### src/rtl/uart_cmd_pkg.sv
// Shared definitions for the UART command parser: frame marker,
// FSM state encoding, checksum type and timeout arithmetic.
package uart_cmd_pkg;

    // Default start-of-frame marker
    localparam logic [7:0] SOF_BYTE_DEF = 8'hA5;

    // Running checksum is a plain byte-wide XOR
    localparam int CHK_W = 8;
    typedef logic [CHK_W-1:0] chk_t;

    // FSM state encoding (kept as plain constants for legacy tools)
    localparam logic [2:0] ST_IDLE    = 3'd0;
    localparam logic [2:0] ST_CMD     = 3'd1;
    localparam logic [2:0] ST_LEN     = 3'd2;
    localparam logic [2:0] ST_PAYLOAD = 3'd3;
    localparam logic [2:0] ST_CHK     = 3'd4;
    localparam logic [2:0] ST_HOLD    = 3'd5;

    // Inter-byte timeout in clock cycles: to_bytes byte times of
    // 10 bit periods each.
    function automatic int calc_to_cyc(
        input int clk_freq,
        input int baud,
        input int to_bytes
    );
        return to_bytes * 10 * (clk_freq / baud);
    endfunction

    // States in which a frame is partially received and the
    // inter-byte timer is running.
    function automatic logic in_frame_state(input logic [2:0] s);
        return (s == ST_CMD) || (s == ST_LEN) ||
               (s == ST_PAYLOAD) || (s == ST_CHK);
    endfunction

endpackage

### src/rtl/cmd_timeout_timer.sv
// Inter-byte timeout counter for the command parser.
// Ports: clk, rst_n, clr (synchronous clear, wins), en (count),
// expired (combinational, high while count sits at TO_CYC-1).
module cmd_timeout_timer #(
    parameter  int TO_CYC = 17360,
    localparam int W      = (TO_CYC > 1) ? $clog2(TO_CYC) : 1
) (
    input  logic clk,
    input  logic rst_n,
    input  logic clr,
    input  logic en,
    output logic expired
);

    localparam logic [W-1:0] LAST = W'(TO_CYC - 1);

    logic [W-1:0] cnt;

    // Expiry is only reported on a cycle with no clear, so a byte
    // arriving exactly at the limit still counts as in time.
    assign expired = en && !clr && (cnt == LAST);

    always_ff @(posedge clk or negedge rst_n) begin
        if (!rst_n) begin
            cnt <= '0;
        end else if (clr) begin
            cnt <= '0;
        end else if (en && (cnt != LAST)) begin
            cnt <= cnt + W'(1);
        end
    end

endmodule

### src/rtl/uart_cmd_parser.sv
// UART frame decoder: [SOF][CMD][LEN][PAYLOAD x LEN][CHK] -> one
// validated command at a time on a valid/ready handshake.
// Ports: clk, rst_n; rx_data/rx_done/framing_err from the byte
// receiver; cmd_valid/cmd_ready/cmd_op/cmd_len to the consumer;
// rd_addr/rd_data combinational payload read port; err_chk,
// err_len, err_frame, err_timeout, err_overrun 1-cycle pulses;
// busy high whenever the FSM is not idle.
module uart_cmd_parser
    import uart_cmd_pkg::*;
#(
    parameter  int         CLK_FREQ = 50000000,
    parameter  int         BAUD     = 115200,
    parameter  int         MAX_LEN  = 16,
    parameter  logic [7:0] SOF_BYTE = SOF_BYTE_DEF,
    parameter  int         TO_BYTES = 4,
    localparam int         AW       = (MAX_LEN > 1) ? $clog2(MAX_LEN) : 1
) (
    input  logic          clk,
    input  logic          rst_n,
    input  logic [7:0]    rx_data,
    input  logic          rx_done,
    input  logic          framing_err,
    output logic          cmd_valid,
    input  logic          cmd_ready,
    output logic [7:0]    cmd_op,
    output logic [7:0]    cmd_len,
    input  logic [AW-1:0] rd_addr,
    output logic [7:0]    rd_data,
    output logic          err_chk,
    output logic          err_len,
    output logic          err_frame,
    output logic          err_timeout,
    output logic          err_overrun,
    output logic          busy
);

    localparam int TO_CYC = calc_to_cyc(CLK_FREQ, BAUD, TO_BYTES);

    logic [2:0] state;
    chk_t       chk;
    logic [7:0] idx;
    logic [7:0] pbuf [MAX_LEN];

    logic in_frame;
    logic hs;
    logic buf_we;
    logic tmr_clr;
    logic tmr_en;
    logic tmr_expired;

    assign in_frame = in_frame_state(state);
    assign hs       = (state == ST_HOLD) && cmd_valid && cmd_ready;
    assign busy     = (state != ST_IDLE);
    assign buf_we   = (state == ST_PAYLOAD) && rx_done && !framing_err;

    // Timer only runs while a frame is partially received
    assign tmr_clr = rx_done || !in_frame;
    assign tmr_en  = in_frame;

    cmd_timeout_timer #(
        .TO_CYC (TO_CYC)
    ) u_timer (
        .clk     (clk),
        .rst_n   (rst_n),
        .clr     (tmr_clr),
        .en      (tmr_en),
        .expired (tmr_expired)
    );

    // Entries past the current length read as zero so stale bytes
    // of an older, longer command never leak out.
    always_comb begin
        rd_data = 8'h00;
        if (9'(rd_addr) < 9'(cmd_len)) begin
            rd_data = pbuf[rd_addr];
        end
    end

    always_ff @(posedge clk or negedge rst_n) begin
        if (!rst_n) begin
            for (int i = 0; i < MAX_LEN; i++) begin
                pbuf[i] <= 8'h00;
            end
        end else if (buf_we) begin
            pbuf[idx[AW-1:0]] <= rx_data;
        end
    end

    always_ff @(posedge clk or negedge rst_n) begin
        if (!rst_n) begin
            state       <= ST_IDLE;
            chk         <= '0;
            idx         <= '0;
            cmd_valid   <= 1'b0;
            cmd_op      <= '0;
            cmd_len     <= '0;
            err_chk     <= 1'b0;
            err_len     <= 1'b0;
            err_frame   <= 1'b0;
            err_timeout <= 1'b0;
            err_overrun <= 1'b0;
        end else begin
            err_chk     <= 1'b0;
            err_len     <= 1'b0;
            err_frame   <= 1'b0;
            err_timeout <= 1'b0;
            err_overrun <= 1'b0;

            if (hs) begin
                // Command consumed; a byte in this same cycle is
                // treated as the first byte seen from idle.
                cmd_valid <= 1'b0;
                state     <= ST_IDLE;
                if (framing_err) begin
                    err_frame <= 1'b1;
                end else if (rx_done && (rx_data == SOF_BYTE)) begin
                    state <= ST_CMD;
                    chk   <= '0;
                end
            end else if (framing_err) begin
                // A held command survives a line error
                err_frame <= 1'b1;
                if (state != ST_HOLD) begin
                    state <= ST_IDLE;
                end
            end else if (rx_done) begin
                unique case (1'b1)
                    (state == ST_IDLE): begin
                        if (rx_data == SOF_BYTE) begin
                            state <= ST_CMD;
                            chk   <= '0;
                        end
                    end
                    (state == ST_CMD): begin
                        cmd_op <= rx_data;
                        chk    <= chk ^ rx_data;
                        state  <= ST_LEN;
                    end
                    (state == ST_LEN): begin
                        if (rx_data > 8'(MAX_LEN)) begin
                            err_len <= 1'b1;
                            state   <= ST_IDLE;
                        end else begin
                            cmd_len <= rx_data;
                            chk     <= chk ^ rx_data;
                            idx     <= '0;
                            state   <= (rx_data == 8'h00) ?
                                       ST_CHK : ST_PAYLOAD;
                        end
                    end
                    (state == ST_PAYLOAD): begin
                        chk <= chk ^ rx_data;
                        idx <= idx + 8'd1;
                        if (idx == (cmd_len - 8'd1)) begin
                            state <= ST_CHK;
                        end
                    end
                    (state == ST_CHK): begin
                        if (rx_data == chk) begin
                            cmd_valid <= 1'b1;
                            state     <= ST_HOLD;
                        end else begin
                            err_chk <= 1'b1;
                            state   <= ST_IDLE;
                        end
                    end
                    (state == ST_HOLD): begin
                        // Consumer still busy: byte is dropped
                        err_overrun <= 1'b1;
                    end
                    default: begin
                        state <= ST_IDLE;
                    end
                endcase
            end else if (tmr_expired) begin
                err_timeout <= 1'b1;
                state       <= ST_IDLE;
            end
        end
    end

endmodule

### config.mk
export PLATFORM = sky130hd
export DESIGN_NAME = uart_cmd_parser
export DESIGN_NICKNAME = d
export VERILOG_FILES = /design/src/rtl/uart_cmd_pkg.sv /design/src/rtl/cmd_timeout_timer.sv /design/src/rtl/uart_cmd_parser.sv
export SDC_FILE = /design/constraint.sdc
export NUM_CORES = 1
export LEC_CHECK = 0
export CAP_MARGIN = 20
export CORE_ASPECT_RATIO = 1.4
export CORE_MARGIN = 8
export CORE_UTILIZATION = 60
export CTS_CLUSTER_DIAMETER = 30
export DETAILED_ROUTE_END_ITERATION = 10
export PLACE_DENSITY = 0.8
export RECOVER_POWER = 25
export SLEW_MARGIN = 40
export SYNTH_ARGS = -nofsm -noshare
export SYNTH_HDL_FRONTEND = slang
export SYNTH_SLANG_ARGS = --single-unit
### constraint.sdc
create_clock -name clk -period 3.5 [get_ports clk]
set_clock_uncertainty 0.1 [all_clocks]
set_input_delay 0.7 -clock clk [delete_from_list [all_inputs] [get_ports clk]]
set_output_delay 0.7 -clock clk [all_outputs]
set_load 0.01 [all_outputs]
# Yosys cells after proc, flatten, opt, wreduce, memory -nomap -nowiden
# Index checks and enable logic that the tools add are counted.
# W data, S select, Z words.
[totals]
reg_bits = 184
in_bits = 17
out_inout_bits = 31
[op_classes]
addsub = 3
order_cmp = 5
n_eq_ne = 20
mux = 56
bitwise_logic = 6
reduce_logical = 33
[ops]
columns = ["cell", "n"]
rows = [
  ["$bwmux W128", 1],
  ["$mux W8", 12],
  ["$bmux W8 S4", 1],
  ["$demux W8 S4", 1],
  ["$mux W15", 2],
  ["$mux W3", 10],
  ["$mux W1", 26],
  ["$pmux W8 S3", 1],
  ["$pmux W3 S6", 1],
  ["$eq A8 B8 Y1", 2],
  ["$pmux W8 S2", 1],
  ["$add A15 B1 Y15 const B", 1],
  ["$eq A15 B15 Y1 const B", 1],
  ["$ne A15 B15 Y1 const B", 1],
  ["$reduce_and A5 Y1", 3],
  ["$ge A5 B5 Y1 const B", 2],
  ["$not A4 Y5", 2],
  ["$reduce_bool A2 Y1", 5],
  ["$logic_and A1 B1 Y1", 9],
  ["$ne A3 B3 Y1 const B", 3],
  ["$add A8 B1 Y8 const B", 1],
  ["$eq A8 B8 Y1 const B", 1],
  ["$gt A8 B5 Y1 const B", 1],
  ["$logic_not A8 Y1", 1],
  ["other kinds (22)", 34],
]

# Depth between registers and ports, before layout
[depth]
depth_word = 13
ltp_mapped = 8

# Cells and area by module
# Synthesis repeated with hierarchy kept, for this count alone.
[hier_totals]
hier_cells = 694
area_unflattened_um2 = 9032.4
[modules_own_cells]
columns = ["mod", "instances", "cells_each", "area_each_um2"]
rows = [
  ["uart_cmd_parser", 1, 604, 8171.6],
  ["cmd_timeout_timer", 1, 90, 860.8],
]

# Worst setup path before layout
# No wires, ideal clock.
[synth_path]
path_kind = "in2out"
startpoint = "input port rd_addr[0]"
endpoint = "output port rd_data[0]"
arrival_time_ns = 2.370
required_time_ns = 2.700
slack_ns = 0.330
stages = 5
path_cell_list = "clkbuf_1 > buf_2 > mux4_2 > mux4_2 > nor2b_1"
[synth_via]
elab_chain_cells = 5
word_cells_on_any_way = 6
[synth_lines]
columns = ["element", "line_no", "rtl"]
rows = [
  ["start, declared", "uart_cmd_parser.sv:27", "input logic [AW-1:0] rd_addr,"],
  ["$not A4 Y5 (implied by the code)", "uart_cmd_parser.sv:75", "rd_data = pbuf[rd_addr];"],
  ["$bmux W8 S4", "uart_cmd_parser.sv:75", ""],
  ["$mux W8 (implied by the code) (2 in series)", "uart_cmd_parser.sv:75", ""],
  ["$mux W8 (*)", "uart_cmd_parser.sv:74", "if (9'(rd_addr) < 9'(cmd_len)) begin"],
  ["end, declared", "uart_cmd_parser.sv:28", "output logic [7:0] rd_data,"],
]
# Mark *: on every way between the ends. The rest lies on a longest branch, timed or not. The select of a mux whose other input is x is not followed.

# Final worst setup path
[layout_path]
startpoint = "input port rd_addr[0]"
endpoint = "output port rd_data[7]"
# The elaborated chain is that of the path after synthesis.

==> metrics.md <==
| Metric | Value |
|---|---|
| Post-synthesis average cell area | 13.3 µm² |
| Critical path origin | rd_addr[0] |
| Distinct cells, synth | 56 |
| Vias in the first global route | 6152 |
| # H-tree levels | 4 |
| Largest net degree at the start of global routing | 89 |
| RSZ-0062 raised after global routing | false |
| Worst path required time | 2.70 ns |
| Startpoint types | input port |
| Internal power | 0.00389 W |
| F_max | 289 MHz |
| Max-slew violation count | 89 |
| Adder-Cell Fraction of Synth Area | 1.26% |
| Post-CTS Setup Repair Bufs | 0 |
| Xor and xnor fraction of the mapped netlist area | 3.43% |
| Worst slack, placed | -0.465 ns |
| First-pass GRT wire length | 33900 µm |
| Die width | 119 µm |
| Total number of vias | 5873 |
| Combinational family with the most area after synthesis | multiplexers |
| Worst Tran Pin Value | 2.14 ns |
| Max Cap Violations | 1 |
| Clock buffer depth | 2 |
| Period minus WS final | 3.46 ns |
| Crit path DAT | 2.66 ns |
| Worst skew pair latency | 0.43 ns |
| I/O pins | 48 |
| Setup slack after layout | 0.0352 ns |
| Post-Layout Cell Count | 931 |
| Num rows | 53 |
| Failing checks | max-capacitance violations, max-slew violations |
| Met1 Usage GRT | 26.2% |
| Hold Crit Start | pbuf[93] |
| CTS Buf Count | 17 |
| Setup CP Type | in -> out |
| GR Util met2 | 39.7% |
| Post-Syn Instances | 674 |
| Core area | 14800 µm² |
| Final antenna diode count | 0 |
| Combinational cell fraction of total power | 14.6% |
| DP Cell Count | 898 |
| Post-DP HPWL | 13600 µm |
| Drt drc | 0 |
| GRT overflow | 0 |
| Reg power frac | 46.6% |
| Slew HR | -42.7% |
| Clock network fraction of design power | 38.8% |
| Antenna Nets Post-Route | 0 |
| Top FF cell, synth | dfrtp_1 |
| Global route hottest layer | met2 |
| CP Max Fanout | 5 |
| Post-synthesis simple-gate area fraction | 10.3% |
| DRT Pass-1 Iters | 5 |
| Area growth, synth to finish | 16.1% |
| Met3 Usage GRT | 4.39% |
| Ys async rst share | 100% |
| Synth Register Bits | 184 |
| Mapped Nets | 700 |
| Outcome | finished with violations |
| Post-synth EDFFs | 0 |
| Yosys Warn Count | 0 |
| Sw power | 0.00139 W |
| Fin crit share | 99.0% |
| Final Wtd Congestion | 0.880 |
| Proportion of layout cells with a drive suffix above 1 | 32.9% |
| Initial core utilization | 60.4% |
| Initial antenna violation count | 0 |
| Static Leak | 4.92 nW |
| FF-to-FF Start | state[1] |
| Setup violators final | 0 |
| Final wirelength | 21000 µm |
| Compound-Gate Fraction of Synth Area | 3.96% |
| Die area | 19100 µm² |
| VDD IR max | 342 µV |
| Port Buffer Count | 47 |
| Register area share after synthesis | 51.5% |
| Worst hold path type | reg -> reg |
| CTS tree | yes |
| DR vias/cell | 6.31 |
| Final nets | 753 |
| Multiplexer area fraction after synthesis | 27.5% |
| Sw frac | 26.3% |
| Total GRT Usage | 22.7% |
| Cell area after synthesis | 8930 µm² |
| WL per Instance | 22.5 µm |
| # fillers | 955 |
| Most common cell after layout, fill and taps aside | dfrtp_1 |
| Post-CTS Hold Buffers | 0 |
| P per Cell Area | 508 nW/µm² |
| Die Span Y | 160 µm |
| Clk root buf | clkbuf_16 |
| Endpoint type of the worst setup path | output port |
| Worst-path clk slew | 0.06 ns |
| Final hold viol count | 0 |
| Most frequent cells in the layout | dfrtp_1, mux2_2, nor2_1 |
| CTS sink count | 184 |
| Iter 0 DRT Violations | 401 |
[kinds of logic (layout without fill, tap and decap cells)]
kind of cell | after synthesis | in the layout
adders and majority gates | 9 | 9
buffers and inverters | 45 | 110
and+or+nand+nor | 171 | 171
DFF | 184 | 184
xor gates and xnor gates | 35 | 35
AOI/OAI and AO/OA | 52 | 52
muxes | 178 | 178
[worst max-delay path, cell delays in order]
cell and delay, ns:
buf_4 0.15, buf_4 0.17, mux4_2 0.49, mux4_2 0.50
nor2b_1 0.15, clkdlybuf4s50_1 0.50
[metal layers]
| layer | vias to the layer above | wire [µm] | part of all wire, % |
|---|---|---|---|
| li1 | 2570 | - | - |
| met1 | 3042 | 8100 | 39 |
| met2 | 198 | 11300 | 54 |
| met3 | 63 | 883 | 4.2 |
| met4 | 0 | 728 | 3.5 |
| met5 | - | 0 | 0 |
[layout make-up]
type	count	area [µm²]	area share, %
clock inverters	12	191	1.84
flip-flops and latches	184	4600	44.4
clock buffers	19	433	4.17
inverters	9	33.8	0.326
well taps	192	240	2.31
multi-input cells	445	4160	40.1
repair buffers	70	711	6.85
[what timing repair did]
item / CTS / global route
cloned: 2 / 0
endpoints found under the setup margin: 8 / 3
gates resized for setup: 11 / 4
[metrics by stage]
stage | total power (W) | hold WS, ns | cell area (µm²) | utilization, % | TNS (ns)
global placement | 0.00320 | 0.375 | 9690 | 65.5 | -2.75
detailed placement | 0.00325 | 0.389 | 9690 | 65.5 | -3.28
finish | 0.00527 | 0.404 | 10400 | 70.2 | 0
floorplan | 0.00290 | 0.304 | 8930 | - | 0
global route | 0.00547 | 0.412 | 10400 | 70.2 | 0
CTS | 0.00528 | 0.272 | 10400 | 70.2 | -0.00111
[cells in the mapped netlist, types with 8 or more instances]
cell | number | share of area, %
dfrtp_1 | 184 | 52
mux2_2 | 133 | 17
nor2_1 | 46 | 1.9
nand2_1 | 41 | 1.7
mux4_2 | 40 | 10
clkbuf_1 | 31 | 1.3
o21ai_0 | 24 | 1.3
xor2_1 | 22 | 2.2
nor2b_1 | 14 | 0.98
xnor2_1 | 13 | 1.3
nand3_1 | 11 | 0.62
ha_1 | 9 | 1.3
inv_1 | 9 | 0.38
nand2b_1 | 8 | 0.56
nand4_1 | 8 | 0.56
[final timing paths]
check	endpoint	slack, ns	cells after the start
min in group asynchronous	idx[7]	0.78	1
worst max register to register	pbuf[69]	0.87	6
max in group asynchronous	pbuf[66]	0.69	2
worst min register to register	pbuf[93]	0.40	1
worst min-delay path	pbuf[93]	0.40	1
worst max-delay path	rd_data[7]	0.04	6
[flip-flops by register name, summed over array words and instances, names as in the netlist]
| name | count |
|---|---|
| chk | 8 |
| cmd_len | 8 |
| cmd_op | 8 |
| cmd_valid | 1 |
| err_chk | 1 |
| err_frame | 1 |
| err_len | 1 |
| err_overrun | 1 |
| err_timeout | 1 |
| idx | 8 |
| pbuf | 128 |
| state | 3 |
| u_timer.cnt | 15 |
[power by group through the flow]
| stage | logic [W] | registers, W | clock network, W |
|---|---|---|---|
| 2_1_floorplan | 0.000443 | 0.00246 | 0 |
| 3_3_place_gp | 0.000720 | 0.00248 | 0 |
| 4_1_cts | 0.000777 | 0.00245 | 0.00205 |
| 3_5_place_dp | 0.000755 | 0.00249 | 0 |
| 6_report | 0.000772 | 0.00246 | 0.00205 |
| 5_1_grt | 0.000843 | 0.00248 | 0.00215 |
(Power assumes the default switching activity.)
